File: config.mk
export PLATFORM = sky130hd
export DESIGN_NAME = serial_addsub_fsm
export DESIGN_NICKNAME = d
export VERILOG_FILES = /design/src/rtl/serial_addsub_fsm.sv
export SDC_FILE = /design/constraint.sdc
export NUM_CORES = 1
export LEC_CHECK = 0
export CAP_MARGIN = 20
export CORE_MARGIN = 1
export CORE_UTILIZATION = 37
export DETAILED_ROUTE_END_ITERATION = 10
export GPL_ROUTABILITY_DRIVEN = 1
export PLACE_DENSITY_LB_ADDON = 0.05
export SLEW_MARGIN = 10
export SYNTH_ARGS = -nofsm -noshare
export SYNTH_HDL_FRONTEND = slang
export SYNTH_SLANG_ARGS = --single-unit
File: constraint.sdc
create_clock -name clk -period 1.2 [get_ports clk]
set_input_delay 0.3 -clock clk [delete_from_list [all_inputs] [get_ports clk]]
set_output_delay 0.3 -clock clk [all_outputs]
set_load 0.05 [all_outputs]
File: src/rtl/serial_addsub_fsm.sv
// serial_addsub_fsm
// -----------------------------------------------------------------------------
// Bit-serial adder/subtractor. Operands are captured on accept, then one
// full-adder cell processes them LSB-first, one bit per clock, over WIDTH
// cycles. The parallel result and final carry are held after completion.
//
// Optional feature macro: SERIAL_ADDSUB_OVF_EN
//   defined   -> ovf port and signed-overflow register are present
//   undefined -> no ovf port/logic, all other behaviour identical
//
// Handshake: a request is accepted on a rising edge where the FSM is in IDLE
// and start=1 (busy=0 and done=0 at that point). Once accepted, start,
// sub, data_a and data_b are ignored until the FSM returns to IDLE. done is
// a single-cycle pulse, and result/result_carry are valid from that cycle
// until the next accept.
//
// Ports:
//   clk          in   clock, rising edge
//   rst          in   synchronous active-high reset
//   start        in   request, sampled only in IDLE
//   sub          in   0: A+B, 1: A-B (captured on accept)
//   data_a       in   operand A [WIDTH]
//   data_b       in   operand B [WIDTH]
//   busy         out  1 while in SHIFT
//   done         out  one-cycle result-valid pulse
//   result       out  parallel sum/difference [WIDTH]
//   result_carry out  final carry out of MSB (sub: 1 = no borrow)
//   sum_out      out  serial sum bit of current cycle (0 outside SHIFT)
//   carry_out    out  serial carry of current cycle (0 outside SHIFT)
//   a_bit        out  current A bit (0 outside SHIFT)
//   b_bit        out  current effective B bit (0 outside SHIFT)
//   ovf          out  signed overflow (SERIAL_ADDSUB_OVF_EN only)
//   state_dbg    out  FSM state encoding for debug/checkers
// -----------------------------------------------------------------------------
module serial_addsub_fsm #(
  parameter int WIDTH = 8
) (
  input  logic             clk,
  input  logic             rst,
  input  logic             start,
  input  logic             sub,
  input  logic [WIDTH-1:0] data_a,
  input  logic [WIDTH-1:0] data_b,
  output logic             busy,
  output logic             done,
  output logic [WIDTH-1:0] result,
  output logic             result_carry,
  output logic             sum_out,
  output logic             carry_out,
  output logic             a_bit,
  output logic             b_bit,
`ifdef SERIAL_ADDSUB_OVF_EN
  output logic             ovf,
`endif
  output logic [1:0]       state_dbg
);

  localparam int CW = $clog2(WIDTH + 1);

  typedef enum logic [1:0] {
    ST_IDLE  = 2'd0,
    ST_SHIFT = 2'd1,
    ST_DONE  = 2'd2
  } state_e;

  state_e           state_q, state_d;
  logic [WIDTH-1:0] a_sr_q, a_sr_d;
  logic [WIDTH-1:0] b_sr_q, b_sr_d;
  logic             c_q, c_d;
  logic [CW-1:0]    cnt_q, cnt_d;
  logic [WIDTH-1:0] result_q, result_d;
  logic             rc_q, rc_d;
`ifdef SERIAL_ADDSUB_OVF_EN
  logic             ovf_q, ovf_d;
`endif

  // Full-adder cell on the current bit position.
  logic cur_a, cur_b, fa_sum, fa_carry, last_bit;

  assign cur_a    = a_sr_q[0];
  assign cur_b    = b_sr_q[0];
  assign fa_sum   = cur_a ^ cur_b ^ c_q;
  assign fa_carry = (cur_a & cur_b) | (cur_a & c_q) | (cur_b & c_q);
  assign last_bit = (cnt_q == CW'(WIDTH - 1));

  always_comb begin
    state_d  = state_q;
    a_sr_d   = a_sr_q;
    b_sr_d   = b_sr_q;
    c_d      = c_q;
    cnt_d    = cnt_q;
    result_d = result_q;
    rc_d     = rc_q;
`ifdef SERIAL_ADDSUB_OVF_EN
    ovf_d    = ovf_q;
`endif
    case (state_q)
      ST_IDLE: begin
        if (start) begin
          state_d = ST_SHIFT;
          a_sr_d  = data_a;
          // Subtraction is A + ~B + 1: invert B and seed the carry with 1.
          b_sr_d  = sub ? ~data_b : data_b;
          c_d     = sub;
          cnt_d   = '0;
`ifdef SERIAL_ADDSUB_OVF_EN
          ovf_d   = 1'b0;
`endif
        end
      end
      ST_SHIFT: begin
        result_d = {fa_sum, result_q[WIDTH-1:1]};
        a_sr_d   = a_sr_q >> 1;
        b_sr_d   = b_sr_q >> 1;
        c_d      = fa_carry;
        cnt_d    = cnt_q + CW'(1);
        if (last_bit) begin
          state_d = ST_DONE;
          rc_d    = fa_carry;
`ifdef SERIAL_ADDSUB_OVF_EN
          // On the MSB cell, c_q is the carry into the MSB.
          ovf_d   = c_q ^ fa_carry;
`endif
        end
      end
      ST_DONE: begin
        state_d = ST_IDLE;
      end
      default: begin
        state_d = ST_IDLE;
      end
    endcase
  end

  always_ff @(posedge clk) begin
    if (rst) begin
      state_q  <= ST_IDLE;
      a_sr_q   <= '0;
      b_sr_q   <= '0;
      c_q      <= 1'b0;
      cnt_q    <= '0;
      result_q <= '0;
      rc_q     <= 1'b0;
`ifdef SERIAL_ADDSUB_OVF_EN
      ovf_q    <= 1'b0;
`endif
    end else begin
      state_q  <= state_d;
      a_sr_q   <= a_sr_d;
      b_sr_q   <= b_sr_d;
      c_q      <= c_d;
      cnt_q    <= cnt_d;
      result_q <= result_d;
      rc_q     <= rc_d;
`ifdef SERIAL_ADDSUB_OVF_EN
      ovf_q    <= ovf_d;
`endif
    end
  end

  assign busy         = (state_q == ST_SHIFT);
  assign done         = (state_q == ST_DONE);
  assign result       = result_q;
  assign result_carry = rc_q;
  assign sum_out      = busy & fa_sum;
  assign carry_out    = busy & fa_carry;
  assign a_bit        = busy & cur_a;
  assign b_bit        = busy & cur_b;
  assign state_dbg    = state_q;
`ifdef SERIAL_ADDSUB_OVF_EN
  assign ovf          = ovf_q;
`endif

endmodule
# ---- After elaboration in Yosys (flattened, before gate mapping)
# Cells that the tools add are included.
dict set report op_classes {
  n_addsub 1
  n_eq_ne 5
  muxes 12
  n_bitwise 12
  n_reduce_logical 5
}
# cell n
set op_table {}
lappend op_table {{$pmux W8 S2} 2}
lappend op_table {{$mux W8} 3}
lappend op_table {{$not A8 Y8} 1}
lappend op_table {{$pmux W4 S2} 1}
lappend op_table {{$and A1 B1 Y1} 7}
lappend op_table {{$reduce_and A2 Y1} 3}
lappend op_table {{$add A4 B1 Y4 const B} 1}
lappend op_table {{$eq A4 B3 Y1 const B} 1}
lappend op_table {{$mux W2} 2}
lappend op_table {{$mux W4} 1}
lappend op_table {{$pmux W2 S2} 1}
lappend op_table {{$eq A2 B1 Y1 const B} 1}
lappend op_table {{$eq A2 B2 Y1 const B} 1}
lappend op_table {{$logic_not A2 Y1} 1}
lappend op_table {{$ne A2 B1 Y1 const B} 1}
lappend op_table {{$ne A2 B2 Y1 const B} 1}
lappend op_table {{$or A1 B1 Y1} 2}
lappend op_table {{$pmux W1 S2} 1}
lappend op_table {{$reduce_bool A2 Y1} 1}
lappend op_table {{$xor A1 B1 Y1} 2}
lappend op_table {{$mux W1} 1}
dict set report word_totals {
  reg_bits 32
  inputBits 20
  out_inout_bits 17
  wordCells 42
}

# ---- Longest topological paths before layout
dict set report depth {
  ltp_word 4
  mapped_depth 6
  ltp_nobuf 4
}

# ---- Worst setup path after synthesis
# OpenSTA, ideal clock, no wires.
dict set report synth_path {
  path_kind {reg2out}
  start {register state_q[1] (netlist: state_dbg[1])}
  end {output done}
  arrival_time_ns 1.828
  required_time_ns 0.900
  setup_slack_ns -0.928
  path_stages_with_launch 4
  n_path_buf 2
  cell_sequence {dfxtp_1 -> buf_2 -> buf_4 -> nor2b_1}
}
dict set report synth_between {
  elab_chain_cells 1
}
# item line
set synth_rtl {}
lappend synth_rtl {{from (decl)} 66} ;# state_e state_q, state_d;
lappend synth_rtl {{from (signal assigned)} 148} ;# state_q <= state_d;
lappend synth_rtl {{$eq A2 B2 Y1} 162} ;# assign done = (state_q == ST_DONE);
lappend synth_rtl {{to (decl)} 45} ;# output logic done,
# Every way passes these cells.

# ---- Worst setup path after layout
dict set report layout_path {
  start {register c_q}
  end {output sum_out}
}
dict set report layout_between {
  elab_chain_cells 2
}
# item line
set layout_rtl {}
lappend layout_rtl {{from (decl)} 69} ;# logic c_q, c_d;
lappend layout_rtl {{from (signal assigned)} 140} ;# c_q <= 1'b0;
lappend layout_rtl {{from (signal assigned)} 151} ;# c_q <= c_d;
lappend layout_rtl {{$xor A1 B1 Y1} 82} ;# assign fa_sum = cur_a ^ cur_b ^ c_q;
lappend layout_rtl {{net fa_sum} 78} ;# logic cur_a, cur_b, fa_sum, fa_carry, last_bit;
lappend layout_rtl {{$and A1 B1 Y1} 165} ;# assign sum_out = busy & fa_sum;
lappend layout_rtl {{to (decl)} 48} ;# output logic sum_out,
# The timed path passes the listed nets, and every way through them passes these cells.

==> results.py <==
metrics = {
    "clocking": {
        "root_buffer": "clkbuf_8",
        "clk-insertion-delay-late_ns": 0.29,
        "path_clk_slew_ns": 0.06,
        "cts_tree": "done",
        "cts_hold_buf": 0,
        "cts_max_path_buffers": 2,
        "numClockSinks": 32,
        "cts_buffers": 5,
        "cts_max_level": 2,
    },
    "worst_setup_path": {
        "r2r_cells": 7,
        "start_kind": "flip-flop",
        "crit_chain": "fa_2, nand2_4, clkinvlp_4, buf_12",
        "r2r_start": "state_dbg[1]",
        "crit_type": "flip-flop to primary output",
        "critical_path_buf_inv_count": 2,
        "startpoint": "c_q",
        "end_kind": "primary output",
        "cp_slowest_cell": "fa_2",
        "crit_required_ns": 0.90,
        "critical_path.max_stage_delay_ns": 0.59,
        "crit_arrival_ns": 1.47,
        "path_max_fanout": 2,
        "path_delay_family": "adder cells",
        "rr_endpoint": "a_sr_q[7]",
        "rrSetupSlack_ns": -0.18,
    },
    "timing": {
        "fin_crit_ns": 1.766,
        "fmax_mhz": 566.3,
        "fin_crit_sh_pct": 147.2,
        "hold_viol": 0,
        "slew_viol_final": 0,
        "tightestPinTransition_ns": 0.3770,
        "clock_skew_ns": 0.004809,
        "slew_headroom_pct": 74.87,
        "setup_slack_ns": -0.5658,
        "setup_viol": 28,
        "rsz0062_at_grt": "true",
    },
    "floorplanning": {
        "pin_count": 37,
        "row_count": 23,
        "dieWidth_um": 66.42,
        "start_util_pct": 38.38,
        "die_area_um2": 4411,
        "fp.coreArea_um2": 4000,
        "dieHeight_um": 66.42,
    },
    "final_layout": {
        "drive_gt1_share_pct": 52.17,
        "area_growth_pct": 88.18,
        "layout_commonest_cell": "dfxtp_1",
        "multi_input_area_um2": 1070,
        "nFillCells": 292,
        "antenna_cells": 0,
        "final_util_pct": 72.22,
        "final_cell_mix": "dfxtp_1 (25), buf_12 (20), buf_4 (19)",
        "fin_cells": 303,
        "nNetsFinal": 275,
        "regArea_um2": 654.4,
    },
    "placed_design": {
        "pre_cts_ws_ns": -0.3928,
        "gp_congestion": 0.7559,
        "dp.cells": 276,
        "hpwl_um": 2793,
        "portBuffers": 36,
    },
    "yosys": {
        "avgSynthCellArea_um2": 8.389,
        "seq_area_frac_synth_pct": 41.73,
        "synth_top_area_share_pct": 41.73,
        "synth.distinct_cells": 35,
        "synthTopCellsByArea": "dfxtp_1 (42%), a21oi_1 (8.1%), nor2_1 (5.1%)",
        "synth_top_cell_by_area": "dfxtp_1",
        "netlist_instances": 183,
        "yosysWarnings": 0,
        "synthesis.nets": 205,
        "syn_area_um2": 1535,
        "synth-seq-cells": 32,
        "synth_edf_count": 0,
        "synthArstFlopShare_pct": 0,
        "synth-main-ff-cell": "dfxtp_1",
    },
    "worst_hold_path": {
        "worstHoldPathCells": 2,
        "hold_path_end": "b_sr_q[7]",
        "worst_hold_startpoint": "rst",
        "hold_class": "input port to flip-flop",
    },
    "detailed_routing": {
        "viasPerCell": 5.221,
        "routed_wirelength_um": 4731,
        "drt_iter0_markers": 68,
        "drc": 0,
        "num_vias": 1582,
        "wl_met3_um": 169,
        "drt_first_pass_iters": 4,
        "met2_length_um": 2535,
        "top_layer": "met4",
        "avgRoutedWirePerCell_um": 15.61,
        "ant_nets": 0,
        "wl_met1_um": 1938,
    },
    "power_and_ir_drop": {
        "p_per_area_nw_per_um2": 928.2,
        "power_w": 0.002682,
        "leakage_nw": 1.104,
        "ir_drop_uv": 658.8,
    },
    "outcome": {
        "status": "complete, but fails checks",
        "violations": "setup timing",
    },
    "grt": {
        "antenna_found_initial": 0,
        "grt_max_degree": 31,
        "grt_pass1_wl_um": 7155,
        "track_usage_pct": 22.37,
        "grt_pass1_vias": 1538,
        "globalRouteOverflowTotal": 0,
    },
    "run": {
        "cap_violations": 0,
    },
}
per-layer routing:
metal,global-route usage [%],up-vias
met4,10.37,0
met2,39.80,36
met3,5.345,7
met5,0,-
li1,-,780
met1,24.82,759
logic make-up after synthesis:
logic type | share of synthesized area [%]
compound gates | 25.67
simple gates | 16.54
flops | 41.73
buf+inv | 9.371
xor+xnor | 4.564
fa+ha+maj | 2.119
registers in the layout, summed over array words and instances, names as in the netlist:
register and flops:
cnt_q 4, a_sr_q 8, result_carry 1, state_dbg 2
c_q 1, result 8, b_sr_q 8
where the power goes:
part | internal [W] | switching, W | leakage [nW]
registers | 0.00112 | 0.0000535 | 0.265
logic | 0.000375 | 0.000350 | 0.798
clock network | 0.000394 | 0.000388 | 0.0410
cells in the mapped netlist (3+ instances only):
master and number:
nor2_1 21, clkbuf_1 4, buf_2 3, nor3_1 3, nand2_1 20, o221a_2 7
inv_1 12, buf_6 3, dfxtp_1 32, a21oi_1 25, o22ai_1 7, buf_4 4
a22oi_1 9, xnor2_1 7
worst max-delay path by stage:
stage	end	slack (ns)	cells after the start
finish	sum_out	-0.57	4
global route	sum_out	-0.60	4
CTS	sum_out	-0.58	4
detailed placement	b_sr_q[3]	-0.39	4
global placement	cnt_q[2]	-0.35	5
floorplan	sum_out	-0.23	3
per-stage QoR:
| stage | area (um2) | TNS, ns | hold slack [ns] |
|---|---|---|---|
| floorplan | 1599 | -1.129 | 0.4634 |
| global placement | 2267 | -8.449 | 0.4806 |
| detailed placement | 2267 | -8.978 | 0.4962 |
| CTS | 2644 | -2.559 | 0.5057 |
| global route | 2889 | -5.485 | 0.4165 |
| finish | 2889 | -4.416 | 0.4222 |
worst reg2reg max path, delay by kind of cell, from the launching register on:
kind / cells / cell delay [ns]
compound gates: 2 / 0.31
buf+inv: 4 / 0.49
flops: 1 / 0.34
simple gates: 1 / 0.14
cell type report:
| cell class | count | area share [%] |
|---|---|---|
| Clock buffer | 6 | 2.512 |
| Clock inverter | 1 | 0.1732 |
| Inverter | 12 | 1.862 |
| Multi-Input combinational cell | 125 | 37.03 |
| Sequential cell | 32 | 22.65 |
| Tap cell | 50 | 2.165 |
| Timing Repair Buffer | 77 | 33.61 |
what timing repair did:
action	4_1_cts	5_1_grt
setup buffers	15	4
pin swaps	16	24
endpoints found under the setup margin	24	31
resized for setup	45	47
gates cloned	2	0
No activity file was read; power rests on OpenSTA's default activity.
